--- src/rtl/iec_sd_arbiter_pkg.sv ---
// Shared drive-side types for the IEC drive SD plumbing.
// Arbiter FSM states and drive-count clamping.
package iec_drive_pkg;

  typedef enum logic [1:0] {
    IDLE,
    REQ,
    XFER,
    DONE
  } sd_arb_state_t;

  localparam int MAX_DRIVES = 8;

  function automatic int clamp_ndr(int n);
    if (n < 1) return 1;
    if (n > MAX_DRIVES) return MAX_DRIVES;
    return n;
  endfunction

endpackage

--- src/rtl/iec_sd_arbiter_if.sv ---
// Host-side SD request channel shared by all drives.
// master = arbiter, slave = hps_io side.
interface iec_sd_arbiter_if #(
  parameter int BLKW = 6
);
  logic [31:0]     lba;
  logic [BLKW-1:0] blk_cnt;
  logic            rd;
  logic            wr;
  logic            ack;
  logic [7:0]      buff_din;

  modport master (
    output lba,
    output blk_cnt,
    output rd,
    output wr,
    output buff_din,
    input  ack
  );

  modport slave (
    input  lba,
    input  blk_cnt,
    input  rd,
    input  wr,
    input  buff_din,
    output ack
  );
endinterface

--- src/rtl/iec_rr_pick.sv ---
// Round-robin picker: first requester at or after ptr, modulo NDR.
// Rotate by ptr, priority-encode, then un-rotate.
module iec_rr_pick #(
  parameter int NDR = 4
) (
  input  logic [NDR-1:0] req,
  input  logic [2:0]     ptr,
  output logic [2:0]     idx,
  output logic           any
);

  logic [NDR-1:0] rot;
  logic [2:0]     off;

  function automatic int wrap(int v);
    return (v >= NDR) ? v - NDR : v;
  endfunction

  always_comb begin
    rot = '0;
    for (int k = 0; k < NDR; k++) begin
      for (int j = 0; j < NDR; j++) begin
        if (wrap(int'(ptr) + k) == j) rot[k] = req[j];
      end
    end
  end

  always_comb begin
    off = '0;
    for (int k = NDR - 1; k >= 0; k--) begin
      if (rot[k]) off = 3'(k);
    end
  end

  assign idx = 3'(wrap(int'(ptr) + int'(off)));
  assign any = |req;

endmodule

--- src/rtl/iec_sd_arbiter.sv ---
// Merges up to 8 drive SD request channels onto one host SD channel.
// Round-robin grant, read-over-write, per-request timeout, ack steering.
module iec_sd_arbiter
  import iec_drive_pkg::*;
#(
  parameter int          DRIVES  = 4,
  parameter int          BLKW    = 6,
  parameter logic [23:0] TIMEOUT = 24'd8000000,
  localparam int         NDR     = clamp_ndr(DRIVES)
) (
  input  logic            clk_sys,
  input  logic            reset,
  input  logic [31:0]     drv_lba     [NDR],
  input  logic [BLKW-1:0] drv_blk_cnt [NDR],
  input  logic [NDR-1:0]  drv_rd,
  input  logic [NDR-1:0]  drv_wr,
  output logic [NDR-1:0]  drv_ack,
  input  logic [7:0]      drv_buff_din [NDR],
  iec_sd_arbiter_if.master sd,
  output logic [2:0]      grant,
  output logic            busy,
  output logic [NDR-1:0]  err_timeout
);

  localparam logic [23:0] TLAST = TIMEOUT - 24'd1;

  sd_arb_state_t   state_q, state_d;
  logic [2:0]      grant_q, grant_d;
  logic [2:0]      rr_q, rr_d;
  logic [23:0]     cnt_q, cnt_d;
  logic [31:0]     lba_q, lba_d;
  logic [BLKW-1:0] blk_q, blk_d;
  logic            rd_q, rd_d;
  logic            wr_q, wr_d;
  logic [NDR-1:0]  err_q, err_d;

  logic [2:0]      pick_idx;
  logic            pick_any;
  logic [NDR-1:0]  pick_oh;
  logic [NDR-1:0]  grant_oh;
  logic [31:0]     sel_lba;
  logic [BLKW-1:0] sel_blk;
  logic            sel_rd;
  logic            sel_wr;
  logic [7:0]      sel_buff;

  iec_rr_pick #(
    .NDR (NDR)
  ) u_pick (
    .req (drv_rd | drv_wr),
    .ptr (rr_q),
    .idx (pick_idx),
    .any (pick_any)
  );

  always_comb begin
    pick_oh  = '0;
    grant_oh = '0;
    sel_lba  = '0;
    sel_blk  = '0;
    sel_rd   = 1'b0;
    sel_wr   = 1'b0;
    sel_buff = '0;
    for (int i = 0; i < NDR; i++) begin
      if (pick_idx == 3'(i)) begin
        pick_oh[i] = 1'b1;
        sel_lba    = drv_lba[i];
        sel_blk    = drv_blk_cnt[i];
        sel_rd     = drv_rd[i];
        sel_wr     = drv_wr[i];
      end
      if (grant_q == 3'(i)) begin
        grant_oh[i] = 1'b1;
        sel_buff    = drv_buff_din[i];
      end
    end
  end

  always_comb begin
    state_d = state_q;
    grant_d = grant_q;
    rr_d    = rr_q;
    cnt_d   = cnt_q;
    lba_d   = lba_q;
    blk_d   = blk_q;
    rd_d    = rd_q;
    wr_d    = wr_q;
    err_d   = err_q;
    unique case (state_q)
      IDLE: begin
        if (pick_any) begin
          grant_d = pick_idx;
          lba_d   = sel_lba;
          blk_d   = sel_blk;
          rd_d    = sel_rd;
          wr_d    = sel_wr & ~sel_rd;
          err_d   = err_q & ~pick_oh;
          cnt_d   = '0;
          state_d = REQ;
        end
      end
      REQ: begin
        // Ack takes precedence over a timeout landing on the same cycle.
        if (sd.ack) begin
          rd_d    = 1'b0;
          wr_d    = 1'b0;
          state_d = XFER;
        end else if (TIMEOUT != 24'd0 && cnt_q == TLAST) begin
          rd_d    = 1'b0;
          wr_d    = 1'b0;
          err_d   = err_q | grant_oh;
          state_d = DONE;
        end else if (cnt_q != '1) begin
          cnt_d = cnt_q + 24'd1;
        end
      end
      XFER: begin
        if (!sd.ack) state_d = DONE;
      end
      DONE: begin
        if (grant_q == 3'(NDR - 1)) rr_d = '0;
        else rr_d = grant_q + 3'd1;
        state_d = IDLE;
      end
      default: state_d = IDLE;
    endcase
  end

  always_ff @(posedge clk_sys) begin
    if (reset) begin
      state_q <= IDLE;
      grant_q <= '0;
      rr_q    <= '0;
      cnt_q   <= '0;
      lba_q   <= '0;
      blk_q   <= '0;
      rd_q    <= 1'b0;
      wr_q    <= 1'b0;
      err_q   <= '0;
    end else begin
      state_q <= state_d;
      grant_q <= grant_d;
      rr_q    <= rr_d;
      cnt_q   <= cnt_d;
      lba_q   <= lba_d;
      blk_q   <= blk_d;
      rd_q    <= rd_d;
      wr_q    <= wr_d;
      err_q   <= err_d;
    end
  end

  assign sd.lba      = lba_q;
  assign sd.blk_cnt  = blk_q;
  assign sd.rd       = rd_q;
  assign sd.wr       = wr_q;
  assign sd.buff_din = sel_buff;

  assign drv_ack     = (sd.ack && (state_q == REQ || state_q == XFER))
                       ? grant_oh : '0;
  assign grant       = grant_q;
  assign busy        = (state_q != IDLE);
  assign err_timeout = err_q;

endmodule

--- src/flat_wrapper.sv ---
// flat-port wrapper written by rule: the top's interface ports become plain ports
module iec_sd_arbiter_flat import iec_drive_pkg::*;
#(
  parameter int          DRIVES  = 4,
  parameter int          BLKW    = 6,
  parameter logic [23:0] TIMEOUT = 24'd8000000,
  localparam int         NDR     = clamp_ndr(DRIVES)
)
  (clk_sys, reset, drv_lba, drv_blk_cnt, drv_rd, drv_wr, drv_ack, drv_buff_din, grant, busy, err_timeout, sd_lba, sd_blk_cnt, sd_rd, sd_wr, sd_buff_din, sd_ack);
  iec_sd_arbiter_if #(.BLKW(BLKW)) sd_i ();
  input  logic clk_sys;
  input  logic reset;
  input  logic [31:0] drv_lba[NDR];
  input  logic [BLKW-1:0] drv_blk_cnt[NDR];
  input  logic [NDR-1:0] drv_rd;
  input  logic [NDR-1:0] drv_wr;
  output logic [NDR-1:0] drv_ack;
  input  logic [7:0] drv_buff_din[NDR];
  output logic [2:0] grant;
  output logic busy;
  output logic [NDR-1:0] err_timeout;
  output wire logic [$bits(sd_i.lba)-1:0] sd_lba;
  output wire logic [$bits(sd_i.blk_cnt)-1:0] sd_blk_cnt;
  output wire logic [$bits(sd_i.rd)-1:0] sd_rd;
  output wire logic [$bits(sd_i.wr)-1:0] sd_wr;
  output wire logic [$bits(sd_i.buff_din)-1:0] sd_buff_din;
  input wire logic [$bits(sd_i.ack)-1:0] sd_ack;
  assign sd_lba = sd_i.lba;
  assign sd_blk_cnt = sd_i.blk_cnt;
  assign sd_rd = sd_i.rd;
  assign sd_wr = sd_i.wr;
  assign sd_buff_din = sd_i.buff_din;
  assign sd_i.ack = sd_ack;
  iec_sd_arbiter #(.DRIVES(DRIVES), .BLKW(BLKW), .TIMEOUT(TIMEOUT)) u_core (.clk_sys(clk_sys), .reset(reset), .drv_lba(drv_lba), .drv_blk_cnt(drv_blk_cnt), .drv_rd(drv_rd), .drv_wr(drv_wr), .drv_ack(drv_ack), .drv_buff_din(drv_buff_din), .sd(sd_i), .grant(grant), .busy(busy), .err_timeout(err_timeout));
endmodule
--- config.mk ---
export PLATFORM = sky130hd
export DESIGN_NAME = iec_sd_arbiter_flat
export DESIGN_NICKNAME = d
export VERILOG_FILES = /design/src/rtl/iec_sd_arbiter_pkg.sv /design/src/rtl/iec_sd_arbiter_if.sv /design/src/rtl/iec_rr_pick.sv /design/src/rtl/iec_sd_arbiter.sv /design/src/flat_wrapper.sv
export SDC_FILE = /design/constraint.sdc
export NUM_CORES = 1
export LEC_CHECK = 0
export ABC_AREA = 1
export CORE_ASPECT_RATIO = 0.7
export CORE_MARGIN = 1.5
export CORE_UTILIZATION = 23
export CTS_CLUSTER_SIZE = 16
export DETAILED_ROUTE_END_ITERATION = 6
export GPL_TIMING_DRIVEN = 0
export PLACE_DENSITY = 0.56
export SLEW_MARGIN = 20
export SYNTH_ARGS = -nofsm -noshare
export SYNTH_HDL_FRONTEND = slang
export SYNTH_SLANG_ARGS = --single-unit
export TNS_END_PERCENT = 1
--- constraint.sdc ---
create_clock -name clk_sys -period 3.4 [get_ports clk_sys]
set_clock_uncertainty 0.05 [all_clocks]
set_input_delay 1.02 -clock clk_sys [delete_from_list [all_inputs] [get_ports clk_sys]]
set_output_delay 1.02 -clock clk_sys [all_outputs]
set_load 0.1 [all_outputs]
==> impl_metrics.env <==
export IMPL_die_h_um=128
export IMPL_crit_path_end_kind="register"
export IMPL_peakVddDrop_v=0.000707
export IMPL_clk_path_buf_depth=2
export IMPL_mostFrequentLayoutCell="nand2_1"
export IMPL_vias=6749
export IMPL_rsz0062_at_grt="yes"
export IMPL_drt_iter0_markers=374
export IMPL_grt_max_degree=13
export IMPL_antenna_found_initial=0
export IMPL_cts_sinks=76
export IMPL_power_switching_mw=5.35
export IMPL_finalSetupViolations=0
export IMPL_grt_pass1_wl_um=36100
export IMPL_synth_cells=826
export IMPL_wirelength_um=23500
export IMPL_yosys_warnings=0
export IMPL_dp_cells=1362
export IMPL_internal_power_mw=3.63
export IMPL_drive_gt1_share_pct=15.8
export IMPL_drtAntennaViolNets=0
export IMPL_combPwrFrac_pct=73.0
export IMPL_gp_congestion=0.909
export IMPL_antenna_cells=0
export IMPL_firstDrtPassIters=5
export IMPL_pwr_share_seq_pct=15.3
export IMPL_crit_family="adder cells"
export IMPL_synthDominantCellAreaShare_pct=29.5
export IMPL_crit_start="drv_wr[1]"
export IMPL_max_freq_mhz=296
export IMPL_fin_cells=1392
export IMPL_final_core_util_pct=41.3
export IMPL_period_share_pct=99.2
export IMPL_r2r_start="u_core.rr_q[1]"
export IMPL_crit_top_cell="inv_2"
export IMPL_power_density_nw_per_um2=995
export IMPL_cts_tree="yes"
export IMPL_grt_overflow_total=0
export IMPL_yosys_cell_types_count=34
export IMPL_coreArea_um2=21800
export IMPL_leakagePower_nw=3.20
export IMPL_report_final_slew_viol_count=0
export IMPL_cts_hold_fix_buffers=0
export IMPL_max_cap_viol_count=0
export IMPL_cp_start_kind="input pin"
export IMPL_viasPerCell=4.85
export IMPL_tns_ps=0
export IMPL_p_clk_share_pct=11.7
export IMPL_endpoint="u_core.sd.lba[14]"
export IMPL_critical_path_required_ps=3570
export IMPL_multi_input_area_um2=3670
export IMPL_synth_largest_area_cell="dfxtp_1"
export IMPL_register_area_um2=1520
export IMPL_grt_pass1_vias=6455
export IMPL_reg2reg_depth=16
export IMPL_synth_area_leaders="dfxtp_1 (30%), nand2_1 (18%), a21oi_1 (7.9%)"
export IMPL_cpPeakStageDelay_ps=620
export IMPL_drc=0
export IMPL_seq_area_frac_synth_pct=29.5
export IMPL_fin_nets=1313
export IMPL_worstMarginPinSlew_ps=1040
export IMPL_io_pins=255
export IMPL_die_area_um2=23300
export IMPL_worstHoldStart="u_core.sd.rd"
export IMPL_cts_root_buffer="clkbuf_16"
export IMPL_fp_dieW_um=182
export IMPL_cts_buffers=9
export IMPL_wl_per_cell_um=16.9
export IMPL_grt_use_total_pct=19.8
export IMPL_finalCriticalPeriod_ps=3370
export IMPL_io_buffers=254
export IMPL_htreeDepth=3
export IMPL_rr_endpoint="u_core.sd.lba[14]"
export IMPL_crit_fanout=8
export IMPL_mappedNetlistNets=1033
export IMPL_start_util_pct=23.6
export IMPL_hpwlAfterDp_um=18000
export IMPL_cp_arrival_ps=3540
export IMPL_path_depth=18
export IMPL_status="completed"
export IMPL_avgSynthCellArea_um2=6.24
export IMPL_insertion_delay_ps=340
export IMPL_ff2ff_setup_slack_ps=80
export IMPL_syn2layout_area_growth_pct=75.2
export IMPL_crit_type="in2reg"
export IMPL_holdWs_ps=421
export IMPL_num_rows=45
export IMPL_min_delay_path_class="reg2reg"
export IMPL_synth_area_um2=5150
export IMPL_clk_pin_slew_ps=60
export IMPL_slowest_stage="fa_2"
export IMPL_cp_cell_sequence="buf_2, nor2_4, inv_2, a21oi_2, o31ai_2, nand3_2, nand2_2, a21oi_2, ha_2, inv_2, fa_2, inv_2, nand2_2, nor2_4, clkbuf_16, buf_12, a21oi_1, a41oi_2"
export IMPL_power_total_mw=8.98
export IMPL_path_buf_inv=6
export IMPL_fillers=2281
export IMPL_swShare_pct=59.6
export IMPL_ys_ff_latch=76
export IMPL_finalHoldViolCount=0
export IMPL_slew_headroom_pct=30.3
export IMPL_final_cell_mix="nand2_1 (238), clkdlybuf4s50_1 (233), nor2_1 (83), dfxtp_1 (74), nand3_1 (70)"
-- flip-flops by register name, summed over array words and instances (netlist names) --
| name | cells |
|---|---|
| u_core.sd.rd | 1 |
| u_core.state_q | 2 |
| u_core.sd.wr | 1 |
| u_core.err_timeout | 4 |
| u_core.sd.blk_cnt | 6 |
| u_core.cnt_q | 24 |
| u_core.sd.lba | 32 |
| u_core.grant | 3 |
| u_core.rr_q | 3 |
-- stage by stage --
| stage | area (um^2) | worst slack [ps] |
|---|---|---|
| after CTS | 8760 | -69.9 |
| final | 9030 | 26.4 |
| after detailed placement | 8150 | -1510 |
| after global placement | 8150 | -1560 |
| after global routing | 9030 | -86.4 |
| after floorplan | 5260 | -104 |
-- Yosys cell counts --
| library cell | n |
|---|---|
| ha_1 | 11 |
| nand3_2 | 2 |
| clkinv_1 | 2 |
| dfxtp_1 | 76 |
| a211oi_1 | 2 |
| o21ai_1 | 1 |
| nand2_1 | 244 |
| nor3_1 | 9 |
| nand4_2 | 1 |
| o21ai_0 | 64 |
| buf_4 | 3 |
| nand3b_1 | 2 |
| nand3_1 | 74 |
| clkbuf_1 | 33 |
| a41oi_1 | 38 |
| a21oi_1 | 81 |
| nand2_2 | 2 |
| nand3_4 | 1 |
| o211ai_1 | 1 |
| nor2_1 | 95 |
| fa_1 | 1 |
| a22o_1 | 1 |
| xor2_1 | 7 |
| buf_2 | 7 |
| nor3b_1 | 1 |
| o21a_1 | 3 |
| o31ai_1 | 1 |
| nor2_2 | 4 |
| a31oi_1 | 1 |
| nor2_4 | 4 |
| inv_1 | 43 |
| inv_2 | 3 |
| buf_6 | 2 |
| xnor2_1 | 6 |
-- power groups by stage --
stage          combinational, mW  clock, mW  sequential, mW
3_3_place_gp                6.18          0            1.38
4_1_cts                     6.39       1.07            1.37
3_5_place_dp                6.17          0            1.38
5_1_grt                     6.92       1.10            1.41
2_1_floorplan               2.69          0            3.15
6_report                    6.56       1.05            1.38
-- worst min-delay path: cells and delay by family, from the launching register on --
family,cells,cell delay (ps)
flops,1,310
compound gates,1,60
simple gates,1,60
-- layout make-up --
class                      instances  share of cell area [%]
buffer                            45                    3.76
clock buffer                      10                    2.54
clock inverter                     5                   0.859
inverter                          48                    2.04
multi-input combinational        657                    40.7
sequential                        76                    16.9
tap                              282                    3.91
timing repair buffer             269                    29.4
-- metal layers --
layer | part of all wire, % | track usage [%]
met2 | 43 | 31.0
met1 | 46 | 26.7
met4 | 2.3 | 5.79
met3 | 7.9 | 5.45
met5 | 0 | 0
-- kinds of logic after synthesis --
kind of cell    share of synthesized area [%]
simple gates                             35.8
compound gates                           22.0
flops                                    29.5
buf+inv                                  7.46
fa+ha+maj                                3.06
xor+xnor                                 2.21
-- worst min-delay path by stage --
stage	end	slack (ps)	cells past startpoint
6_report	u_core.sd.rd	420	2
5_1_grt	u_core.sd.rd	450	2
4_1_cts	u_core.sd.rd	420	2
3_5_place_dp	u_core.sd.rd	410	2
3_3_place_gp	u_core.err_timeout[0]	400	1
2_1_floorplan	u_core.cnt_q[13]	420	2
-- what timing repair did --
action / CTS / global route
gates resized for setup: 162 / 68
endpoints found under the hold margin: 0 / 0
pin swaps: 19 / 18
setup buffers: 8 / 7
endpoints found under the setup margin: 58 / 53
(Power assumes the default switching activity.)
